File: config.mk
export PLATFORM = sky130hd
export DESIGN_NAME = iob_plic_claim_master
export DESIGN_NICKNAME = d
export VERILOG_FILES = /design/src/rtl/iob_plic_claim_master.sv
export SDC_FILE = /design/constraint.sdc
export NUM_CORES = 1
export LEC_CHECK = 0
export CAP_MARGIN = 20
export CORE_MARGIN = 10
export CORE_UTILIZATION = 30
export DETAILED_ROUTE_END_ITERATION = 6
export PLACE_DENSITY = 0.73
export SLEW_MARGIN = 20
export SYNTH_ARGS = -nofsm -noshare
export SYNTH_HDL_FRONTEND = slang
export SYNTH_SLANG_ARGS = --single-unit
File: constraint.sdc
create_clock -name clk_i -period 2.65 [get_ports clk_i]
set_input_delay 0.265 -clock clk_i [delete_from_list [all_inputs] [get_ports clk_i]]
set_output_delay 0.265 -clock clk_i [all_outputs]
set_load 0.05 [all_outputs]
File: src/rtl/iob_plic_claim_master.sv
// IOb initiator that claims, dispatches and completes interrupts from one iob_plic target.
// Optional claim-read timeout: define PLIC_CLAIM_TIMEOUT_EN.
module iob_plic_claim_master #(
   parameter int unsigned       ADDR_W     = 16,
   parameter int unsigned       DATA_W     = 32,
   parameter int unsigned       N_SOURCES  = 8,
   parameter logic [ADDR_W-1:0] CLAIM_ADDR = '0,
   parameter int unsigned       CNT_W      = 8,
   parameter int unsigned       TIMEOUT    = 64,
   localparam int unsigned      ID_W       = $clog2(N_SOURCES + 1)
) (
   input  logic                clk_i,
   input  logic                arst_i,
   input  logic                en_i,
   input  logic                meip_i,
   output logic                iob_avalid_o,
   output logic [ADDR_W-1:0]   iob_addr_o,
   output logic [DATA_W-1:0]   iob_wdata_o,
   output logic [DATA_W/8-1:0] iob_wstrb_o,
   input  logic                iob_rvalid_i,
   input  logic [DATA_W-1:0]   iob_rdata_i,
   input  logic                iob_ready_i,
   output logic                irq_valid_o,
   output logic [ID_W-1:0]     irq_id_o,
   input  logic                irq_done_i,
   output logic                busy_o,
   output logic [CNT_W-1:0]    claim_cnt_o,
   output logic [CNT_W-1:0]    spurious_cnt_o,
   output logic                err_o
);

   typedef enum logic [2:0] {
      IDLE,
      CLAIM_REQ,
      CLAIM_WAIT,
      DISPATCH,
      COMPLETE
   } state_t;

   state_t           state_q, state_d;
   logic             busy_q, busy_d;
   logic [ID_W-1:0]  irq_id_q, irq_id_d;
   logic [CNT_W-1:0] claim_cnt_q, claim_cnt_d;
   logic [CNT_W-1:0] spurious_cnt_q, spurious_cnt_d;
   logic [ID_W-1:0]  rd_id;
   logic             timed_out;

   assign rd_id = iob_rdata_i[ID_W-1:0];

   logic unused_rdata;
   assign unused_rdata = ^iob_rdata_i[DATA_W-1:ID_W];

`ifdef PLIC_CLAIM_TIMEOUT_EN
   localparam int unsigned TMO_W = $clog2(TIMEOUT + 1);

   logic [TMO_W-1:0] tmo_cnt_q, tmo_cnt_d;
   logic             err_q, err_d;

   // Counts CLAIM_WAIT cycles; cleared whenever the FSM is elsewhere.
   always_comb begin
      tmo_cnt_d = '0;
      if (state_q == CLAIM_WAIT) tmo_cnt_d = tmo_cnt_q + TMO_W'(1);
   end

   assign timed_out = (tmo_cnt_q == TMO_W'(TIMEOUT - 1));
   assign err_d     = (state_q == CLAIM_WAIT) && !iob_rvalid_i && timed_out;
   assign err_o     = err_q;

   always_ff @(posedge clk_i) begin
      if (arst_i) begin
         tmo_cnt_q <= '0;
         err_q     <= 1'b0;
      end else begin
         tmo_cnt_q <= tmo_cnt_d;
         err_q     <= err_d;
      end
   end
`else
   logic [31:0] unused_tmo;
   assign unused_tmo = TIMEOUT;
   assign timed_out  = 1'b0;
   assign err_o      = 1'b0;
`endif

   always_comb begin
      state_d        = state_q;
      irq_id_d       = irq_id_q;
      claim_cnt_d    = claim_cnt_q;
      spurious_cnt_d = spurious_cnt_q;
      unique case (state_q)
         IDLE: if (en_i && meip_i) state_d = CLAIM_REQ;
         CLAIM_REQ: if (iob_ready_i) state_d = CLAIM_WAIT;
         CLAIM_WAIT: begin
            if (iob_rvalid_i) begin
               if (rd_id == '0) begin
                  if (spurious_cnt_q != '1)
                     spurious_cnt_d = spurious_cnt_q + CNT_W'(1);
                  state_d = IDLE;
               end else begin
                  irq_id_d    = rd_id;
                  claim_cnt_d = claim_cnt_q + CNT_W'(1);
                  state_d     = DISPATCH;
               end
            end else if (timed_out) begin
               state_d = IDLE;
            end
         end
         DISPATCH: if (irq_done_i) state_d = COMPLETE;
         COMPLETE: if (iob_ready_i) state_d = IDLE;
         default: state_d = IDLE;
      endcase
      busy_d = (state_d != IDLE);
   end

   always_ff @(posedge clk_i) begin
      if (arst_i) begin
         state_q        <= IDLE;
         busy_q         <= 1'b0;
         irq_id_q       <= '0;
         claim_cnt_q    <= '0;
         spurious_cnt_q <= '0;
      end else begin
         state_q        <= state_d;
         busy_q         <= busy_d;
         irq_id_q       <= irq_id_d;
         claim_cnt_q    <= claim_cnt_d;
         spurious_cnt_q <= spurious_cnt_d;
      end
   end

   // Request fields read as zero whenever no request is pending.
   always_comb begin
      iob_avalid_o = 1'b0;
      iob_addr_o   = '0;
      iob_wdata_o  = '0;
      iob_wstrb_o  = '0;
      if (state_q == CLAIM_REQ) begin
         iob_avalid_o = 1'b1;
         iob_addr_o   = CLAIM_ADDR;
      end else if (state_q == COMPLETE) begin
         iob_avalid_o = 1'b1;
         iob_addr_o   = CLAIM_ADDR;
         iob_wdata_o  = {{(DATA_W - ID_W){1'b0}}, irq_id_q};
         iob_wstrb_o  = '1;
      end
   end

   assign irq_valid_o    = (state_q == DISPATCH);
   assign irq_id_o       = irq_id_q;
   assign busy_o         = busy_q;
   assign claim_cnt_o    = claim_cnt_q;
   assign spurious_cnt_o = spurious_cnt_q;

endmodule

== After elaboration in Yosys (flattened, before gate mapping) ==
Index checks and enable logic that the tools add are counted.

* Bits in registers: 24
* Latch bits: 0
* Bits in writable memories: 0
* ROM bits: 0
* Input port bits: 39
* Logic and storage cells: 32
* Memories kept: 0

* $add $sub $neg: 2
* $mul: 0
* Divide/modulo/power cells: 0
* Magnitude comparators: 0
* Equal/unequal tests: 5
* Shift-type cells: 0
* Muxes and demuxes: 13
* Bitwise logic cells: 1
* Reductions and logical operators: 6

{| class="wikitable"
|+ Operator list
! kind !! count
|-
| adder 8 x 1 -> 8 bit, second input constant || 2
|-
| two-way mux 4 bit || 4
|-
| two-way mux 3 bit || 5
|-
| one-hot mux 3 bit (5 select lines) || 1
|-
| != test 8 bit, second input constant || 1
|-
| == test 3 x 2 -> 1 bit, second input constant || 2
|-
| zero test 4 bit || 1
|-
| AND reduction 4 bit || 1
|-
| == test 3 x 1 -> 1 bit, second input constant || 1
|-
| == test 3 bit, second input constant || 1
|-
| zero test 3 bit || 1
|-
| AND reduction 3 bit || 1
|-
| nonzero test 3 bit || 1
|-
| two-way mux 1 bit || 2
|-
| two-way mux 2 bit || 1
|-
| logical AND 1 bit || 1
|-
| inverter 1 bit || 1
|}

== Depth between registers and ports, before layout ==
Gate-level depths: netlist (run 1).

* Word-level depth: 5
* Gate-level depth with buffers: 8
* Gate-level depth less buffers: 6

== Least setup slack after synthesis (run 1) ==
OpenSTA, ideal clock, no wires.

* Kind: register to register
* From: register spurious_cnt_q[0], in the netlist spurious_cnt_o[0]
* To: register spurious_cnt_q[6], in the netlist spurious_cnt_o[6]
* Library setup time: 0.071 ns
* Arrival time: 1.856 ns
* Required time: 2.579 ns
* Path slack: 0.723 ns
* Stages on the path, launching flop included: 6
* Path buffers: 0
* Clock period less this slack: 1.927 ns
* Path through: dfxtp_1 > ha_1 > nand3_1 > or3b_4 > or3_1 > a21oi_1

* Word-level cells in the longest chain between the ends: 2
* Elaborated cells between the ends (all ways): 3
* Classes of those cells: 1 x add/sub; 1 x eq/ne; 1 x reduce/logical

{| class="wikitable"
|+ Ends and longest elaborated chain
! what !! line !! text
|-
| from (decl) || 44 || <nowiki>logic [CNT_W-1:0] spurious_cnt_q, spurious_cnt_d;</nowiki>
|-
| from (signal assigned) || 127 || <nowiki>spurious_cnt_q <= spurious_cnt_d;</nowiki>
|-
| branches (longest 2 deep; another with adder 8 x 1 -> 8 bit) || n/a ||
|}

Several ways; the timed one is not identified.
A chain may end at the register's enable or synchronous reset.

== Worst setup path in the final report (run 1) ==
* From: register state_q[1]
* To: output iob_wstrb_o[3]

* Word-level cells in the longest chain between the ends: 3
* Elaborated cells between the ends (all ways): 4
* Classes of those cells: 2 x eq/ne; 2 x mux

{| class="wikitable"
|+ Ends and longest elaborated chain
! what !! line !! text
|-
| from (decl) || 40 || <nowiki>state_t state_q, state_d;</nowiki>
|-
| from (signal assigned) || 123 || <nowiki>state_q <= state_d;</nowiki>
|-
| == test 3 bit || 140 || <nowiki>end else if (state_q == COMPLETE) begin</nowiki>
|-
| two-way mux 4 bit || 140 ||
|-
| two-way mux 4 bit * || 137 || <nowiki>if (state_q == CLAIM_REQ) begin</nowiki>
|-
| to (decl) || 19 || <nowiki>output logic [DATA_W/8-1:0] iob_wstrb_o,</nowiki>
|}

Every way passes the cells marked *; elsewhere a longest branch is shown, timed or not.

==> impl_summary.md, run 1 <==
Outcome
The run finished with clean final reports.

Clock network
The later-pin clock latency in the skew report is 0.26 ns. The clock buffer count from CTS is 3. The number of buffers between clock root and the deepest sink is 2. Clock-pin slew was measured on the worst setup and hold paths at 0.08 ns. The post-cts resize count is 0. Counting every sink on the clock net gives 24. The maximum level of the CTS H-tree is 1.

Buffers inserted to repair hold after CTS numbered 0. The root buffer cell chosen for the clock tree is clkbuf_8. The clock tree from TritonCTS is done. The post-CTS setup-driven buffer insertion count is 0.

Global route
Across every metal layer, demand over resource in global routing totals 0.0815. The routing layer with the top usage in global route is met2. The number of antenna violations at the first check in global routing is 0. The met1 track demand over resource in global routing is 0.0874. The routing usage on met2 is 0.136. For this run, global-route usage on met3 was measured as 0.0507.

Entering global routing, the biggest net connects 17 pins. The number of global-route vias before repair was 1165. The global-route wire length before repair is 5.75 mm. After global routing the overflow that remains totals 0.

STA
Setup total negative slack on the finished layout was measured at 0 ns. The final-report max-slew violation count is 0. The worst-case headroom to the max-slew limit is 0.656. The worst path needs 2.23 ns of the cycle, external delays included. At the pin with the least slew margin, the transition time is 0.514 ns. The achievable clock frequency is 0.448 GHz.

The number of failing hold endpoints at the final stage is 0. Setup violations remaining at the end of the flow were counted as 0. Setup repair after global routing left no endpoint under its margin. The maximum clock skew at final layout is 0.00652 ns. The portion of the clock cycle consumed by the worst path in the final layout is 0.841.

Logic synthesis
The largest total area in the synthesized netlist belongs to dfxtp_1. Yosys mapped a number of flops with a built-in enable equal to 0. Among all cell types in the netlist, the one instantiated most often is buf_4.

Of the post-synthesis cell area, the dominant cell type holds 0.319. Of the total synthesized cell area, the portion taken by full adders, half adders and majority gates is 0.0166. The count of state elements after synthesis is 24. The main combinational cell family by area after synthesis is buffers and inverters. The average instance area after synthesis is 8.04 µm². The synthesized-area fraction occupied by ao, oa, aoi and oai cells was 0.0724. The sequential area share after synthesis is 0.319. In the synthesized netlist the dominant register cell turns out to be dfxtp_1. The netlist uses 31 different library cells. The area of the mapped netlist is 1500 µm². By area the synthesized netlist is led by dfxtp_1 32%, buf_4 24%, nand2_1 5.2%. In the synthesized netlist the async set-or-reset flop fraction comes to 0. Ranked by instance count, the synthesized netlist is headed by 48 x buf_4, 24 x dfxtp_1, 21 x nand2_1. The post-synthesis cell count is 187. The number of warnings issued by yosys is 0. Of the total synthesized cell area, the portion taken by AND, OR, NAND and NOR gates is 0.239.

Of the total synthesized cell area, the portion taken by XOR and XNOR cells is 0.0699. The portion of synthesized area spent on multiplexers is 0.00666.

Place
The cell count after placement is 286. In this run the cell area measured after placement is 1770 µm². The count of buffers from port buffering is 41. The final weighted congestion in routability-driven placement is 0.684.

The estimated wirelength of the detail-placed design is 2.83 mm.

Floorplanning
The effective utilization at floorplan is 0.314. In this run the vertical extent of the chip is 90.8 µm. The die is 90.8 µm wide.

The overall die area is 8250 µm². The row count is 25. In this run the count of I/O pins placed on the die edge is 115.

The core region is 4790 µm².

Critical path
STA classifies the critical path startpoint as a flop. For the worst setup path, the data required time is 2.38 ns. The worst setup path is captured at a primary output.

Data on the critical path arrives at its endpoint at 1.96 ns. The setup path with the least slack is of type flop to primary output. The largest fanout on the critical path is 9.

Route
The routed length per instance is 12.0 µm. The via count of the routed design is 1143. After detailed routing, the number of vias per cell comes to 3.94. The remaining antenna violation count is 0. The DRC violation count after routing is 0. The pre-antenna-repair detailed-routing pass consisted of 4 iterations. The number of design-rule violations left by the first detailed-router iteration is 17. The routed wire length is 3.47 mm.

Power and ir drop
The static leakage power is 0.000740 µW. The post-layout total power is 941 µW. The areal power density over the cells is 510 nW/µm². The worst IR drop on VDD is 0.366 mV.

Cells and area
The summed area of non-filler cells in the final layout is 1850 µm². The number of antenna diodes in the final layout is 0. After the last flow step, the layout net total stands at 265. The number of cells in the finished layout apart from fillers is 290. Of the cells placed in the final design, the portion with a size suffix greater than 1 is 0.0448. The post-synthesis to final-layout area growth is 22.7%. For this run, the share of the core covered by cells in the final layout is 0.386.

Hold path
The classification of the worst-slack hold path is flop to flop.

Job
The max-capacitance violation count is 0.
==> final cells by class <==
| cell class | instances | area, µm² |
|---|---|---|
| fill | 521 | 2940 |
| multi-input combinational | 150 | 777 |
| sequential | 24 | 480 |
| timing repair buffer | 43 | 425 |
| tap | 67 | 83.8 |
| clock buffer | 3 | 41.3 |
| clock inverter | 1 | 30.0 |
| inverter | 2 | 7.51 |
==> cells in the final DEF (no fill, tap or decap) <==
| cell | instances |
|---|---|
| o21bai_1 | 1 |
| bufinv_16 | 1 |
| inv_1 | 2 |
| a21oi_1 | 11 |
| nor4_4 | 1 |
| buf_4 | 2 |
| and2_1 | 1 |
| nand2b_1 | 4 |
| and4bb_1 | 1 |
| ha_1 | 2 |
| xor2_1 | 5 |
| mux2i_1 | 1 |
| or3_1 | 3 |
| nor3_1 | 2 |
| and3_1 | 5 |
| nand2_2 | 1 |
| nor4_1 | 3 |
| clkdlybuf4s50_1 | 41 |
| clkbuf_8 | 3 |
| nor2_1 | 20 |
| o31a_1 | 1 |
| dfxtp_1 | 24 |
| nor2b_1 | 1 |
| o21ai_0 | 5 |
| o211ai_2 | 1 |
| xnor2_1 | 7 |
| nand2_1 | 21 |
| conb_1 | 45 |
| nand3_1 | 5 |
| or3b_4 | 1 |
| nand4_1 | 2 |
==> metal layers <==
metal | part of all wire | vias to the layer above
met5 | 0 | -
met4 | 0.0049 | 0
met3 | 0.12 | 2
met2 | 0.44 | 53
met1 | 0.43 | 499
li1 | - | 589
==> sequential cells by signal, indices dropped and copies added, names as in the netlist <==
register / count
busy_o: 1
claim_cnt_o: 8
state_q: 3
spurious_cnt_o: 8
irq_id_o: 4
==> path summary, 6_finish.rpt <==
path	from	endpoint	slack (ns)	cells after the start
min	irq_id_o[1]	irq_id_o[1]	0.48	2
min reg2reg	irq_id_o[1]	irq_id_o[1]	0.48	2
max	state_q[1]	iob_wstrb_o[3]	0.42	3
max reg2reg	state_q[2]	spurious_cnt_o[6]	0.70	5
==> stage by stage <==
stage          hold slack [ns]  worst slack [ns]
2_1_floorplan            0.353             0.723
3_3_place_gp             0.457             0.444
3_5_place_dp             0.467             0.433
4_1_cts                  0.480             0.393
5_1_grt                  0.507             0.273
6_report                 0.476             0.420
==> cells by family (layout without fill, tap and decap cells) <==
group | Yosys count | count (layout)
simple gates | 71 | 71
buf+inv | 57 | 49
flops | 24 | 24
compound gates | 19 | 19
xor+xnor | 12 | 12
fa+ha+maj | 2 | 2
other cells | 1 | 45
mux | 1 | 1
==> power breakdown <==
group          total [µW]  switching (µW)  internal, µW
logic                 244             203          41.5
registers             378            9.38           369
clock network         318             117           202
total                 941             329           612
==> worst max-delay path: stages, from the launching register on <==
cell and delay [ns]:
dfxtp_1 0.39, nor2_1 0.26, and2_1 0.23, clkdlybuf4s50_1 0.83
(Power assumes the default switching activity.)
==> run 2, diff against run 1 <==
==> constraint.sdc (replaced) <==
create_clock -name clk_i -period 2.3 [get_ports clk_i]
set_input_delay 0.23 -clock clk_i [delete_from_list [all_inputs] [get_ports clk_i]]
set_output_delay 0.23 -clock clk_i [all_outputs]
set_load 0.05 [all_outputs]
==> run 2 against run 1 <==
Against the previous run: final area up 1.0%; hold slack worse by 0.0027 ns; utilization grew 0.39 points; critical endpoint is now iob_avalid_o; via count up 2.0%; highest routed layer unchanged; power is 7.4% higher; clock power down 8.8%; largest cell class unchanged.
==> impl_summary.md, run 2 (synthesis gave the netlist of run 1 again) <==
Hold path
The classification of the worst-slack hold path is flop to flop (unchanged).

STA
Dividing the final minimum period by the clock period gives 0.907. The worst-case headroom to the max-slew limit is 0.652 (was 0.656). The number of failing hold endpoints at the final stage is 0 (unchanged). The transition time at the pin with the least slew margin is 0.522 ns (was 0.514 ns). RSZ-0062 raised after global routing: false (unchanged).

The total negative slack for setup checks is 0 ns (unchanged). The number of failing setup endpoints in the final timing report is 0 (unchanged). The achievable clock frequency is 0.479 GHz. The maximum clock skew at final layout was 0.00525 ns (was 0.00652 ns). Subtracting the final worst setup slack from the clock period gives 2.09 ns.

The final-report max-slew violation count came to 0 (unchanged).

Cells and area
The share of the core filled with cells is 0.390 (was 0.386). The most common cell after layout, fill and taps aside is conb_1 (unchanged). The number of cells in the finished layout apart from fillers is 292 (was 290). The final-layout fill cell count is 511 (was 521). The combined flip-flop and latch cell area is 480 µm² (unchanged). The post-synthesis to final-layout area growth is 24.0% (was 22.7%). The count of nets after finishing is 267 (was 265). The fraction of layout instances using a drive strength above 1 came to 0.0533 (was 0.0448). The number of antenna diodes came to 0 (unchanged). The multi-input combinational cell area is 777 µm² (unchanged). Most frequent cells in the layout: 45 x conb_1, 33 x clkdlybuf4s50_1, 24 x dfxtp_1 (was 45 x conb_1, 41 x clkdlybuf4s50_1, 24 x dfxtp_1).

Floorplanning
The die height was 90.8 µm (unchanged). The row count came to 25 (unchanged). The die width is 90.8 µm (unchanged). The area of the core region was 4790 µm² (unchanged). The effective utilization at floorplan is 0.314 (unchanged).

The I/O pin total is 115 (unchanged). The overall die area was 8250 µm² (unchanged).

Global route
The number of global-route vias before repair is 1220 (was 1165). The overall routing resource usage is 0.0837 (was 0.0815). The overflow left after global routing is 0 (unchanged). The global-route wire length before repair is 5.93 mm (was 5.75 mm). The largest net degree at the start of global routing came to 17 (unchanged).

The number of antenna violations at the first check in global routing is 0 (unchanged).

Route
The routed wire length is 3.61 mm (was 3.47 mm). The number of design-rule violations left by the first detailed-router iteration is 31 (was 17). The DRC violation count after routing is 0 (unchanged).

The routed length per instance is 12.3 µm (was 12.0 µm). The total iterations of the first detailed-routing run came to 4 (unchanged). The per-cell via count in the routed design is 3.99 (was 3.94). The remaining antenna violation count is 0 (unchanged).

The via count of the routed design is 1166 (was 1143).

Job
The max-capacitance violation count came to 0 (unchanged).

Critical path
The launch instance of the worst register-to-register path is state_q[2] (unchanged). The maximum cell stage delay along the critical path came to 0.81 ns (was 0.83 ns). The data required time of the critical path was 2.07 ns (was 2.38 ns).

The endpoint class of the critical path is a primary output (unchanged). The kind of launch point of the worst setup path is a flop (unchanged). The kind of critical path is flop to primary output (unchanged). The source of the critical timing path is state_q[2] (was state_q[1]). The internal reg-to-reg setup slack is 0.39 ns (was 0.70 ns). The worst reg2reg path depth is 5 (unchanged). The master of the slowest instance on the critical path was clkdlybuf4s50_1 (unchanged). Critical-path cell list: xnor2_1, nor2_1, clkdlybuf4s50_1 (was nor2_1, and2_1, clkdlybuf4s50_1).

The arrival time of the worst setup path is 1.86 ns (was 1.96 ns). The reg-to-reg endpoint is spurious_cnt_o[6] (unchanged). The largest fanout on the critical path was 14 (was 9).

The critical path endpoint is iob_avalid_o (was iob_wstrb_o[3]).

Clock network
The number of buffers between clock root and the deepest sink is 2 (unchanged). The maximum level of the CTS H-tree is 1 (unchanged). The clock transition at the registers of the reported paths is 0.08 ns (about the same).

The cell at the root of the clock tree is clkbuf_8 (unchanged). The clock tree from TritonCTS is done (unchanged). The later-pin clock latency in the skew report is 0.27 ns (was 0.26 ns).

The clock sink count is 24 (unchanged). The clock buffer count from CTS is 3 (unchanged).

Place
The final weighted congestion in routability-driven placement was 0.711 (was 0.684). The estimated wirelength of the detail-placed design was 2.91 mm (was 2.83 mm). The cell count after placement was 288 (was 286). The count of buffers from port buffering is 41 (unchanged).

Outcome
Result of the run: complete, no violations (unchanged).

Power and ir drop
The worst IR drop on VDD came to 0.325 mV (was 0.366 mV). The static leakage power came to 0.000893 µW (was 0.000740 µW). The areal power density over the cells is 542 nW/µm² (was 510 nW/µm²). The post-layout total power is 1010 µW (was 941 µW).
run 2: cell count changes in the layout (fill, tap and decap cells not counted):
| cell | before | now |
|---|---|---|
| bufinv_16 | 1 | 0 |
| buf_4 | 2 | 4 |
| dlymetal6s2s_1 | 0 | 8 |
| clkbuf_8 | 3 | 4 |
| clkdlybuf4s50_1 | 41 | 33 |
run 2: through the flow:
stage / setup slack (ns) / cell area, µm² / hold slack, ns
CTS: 0.0126 / 1840 / 0.478
floorplan: 0.373 / 1670 / 0.318
detailed placement: 0.164 / 1790 / 0.465
global placement: 0.230 / 1790 / 0.457
global route: 0.0248 / 1860 / 0.509
finish: 0.213 / 1860 / 0.473
run 2: worst max-delay path: cells and delay by family, from the launching register on:
family,cells,cell delay [ns]
flip-flops,1,0.57
AND/OR/NAND/NOR,1,0.09
buffers and inverters,1,0.81
XOR/XNOR,1,0.12
run 2: what timing repair did:
action	CTS	global route
hold buffers	0	0
setup buffers	0	0
resized for setup	0	8
setup endpoints to repair	0	8
run 2: layer usage:
layer / global-route usage / routed length (µm) / up-vias
met4: 0.0235 / 15 / 0
met3: 0.0441 / 385 / 2
met5: 0 / 0 / -
li1: - / - / 595
met1: 0.0932 / 1610 / 516
met2: 0.136 / 1590 / 53
run 2: power breakdown:
part / internal (µW) / switching, µW / leakage (µW)
Sequential: 425 / 11.1 / 0.000194
Combinational: 49.4 / 235 / 0.000671
Clock: 153 / 138 / 0.0000288
Total: 627 / 384 / 0.000893
run 2: how the worst min path moves through the flow:
stage                startpoint     endpoint  slack (ns)  depth (start not counted)
global placement    irq_id_o[1]  irq_id_o[1]        0.46                          2
global route        irq_id_o[3]  irq_id_o[3]        0.51                          2
finish              irq_id_o[0]  irq_id_o[0]        0.47                          2
CTS                 irq_id_o[1]  irq_id_o[1]        0.48                          2
detailed placement  irq_id_o[1]  irq_id_o[1]        0.46                          2
floorplan                arst_i   state_q[1]        0.32                          1
run 2: layout make-up:
| class | instances | share of cell area |
|---|---|---|
| flip-flops and latches | 24 | 0.258 |
| inverters | 2 | 0.00403 |
| well taps | 67 | 0.0450 |
| multi-input cells | 150 | 0.417 |
| repair buffers | 45 | 0.247 |
| clock buffers | 4 | 0.0295 |
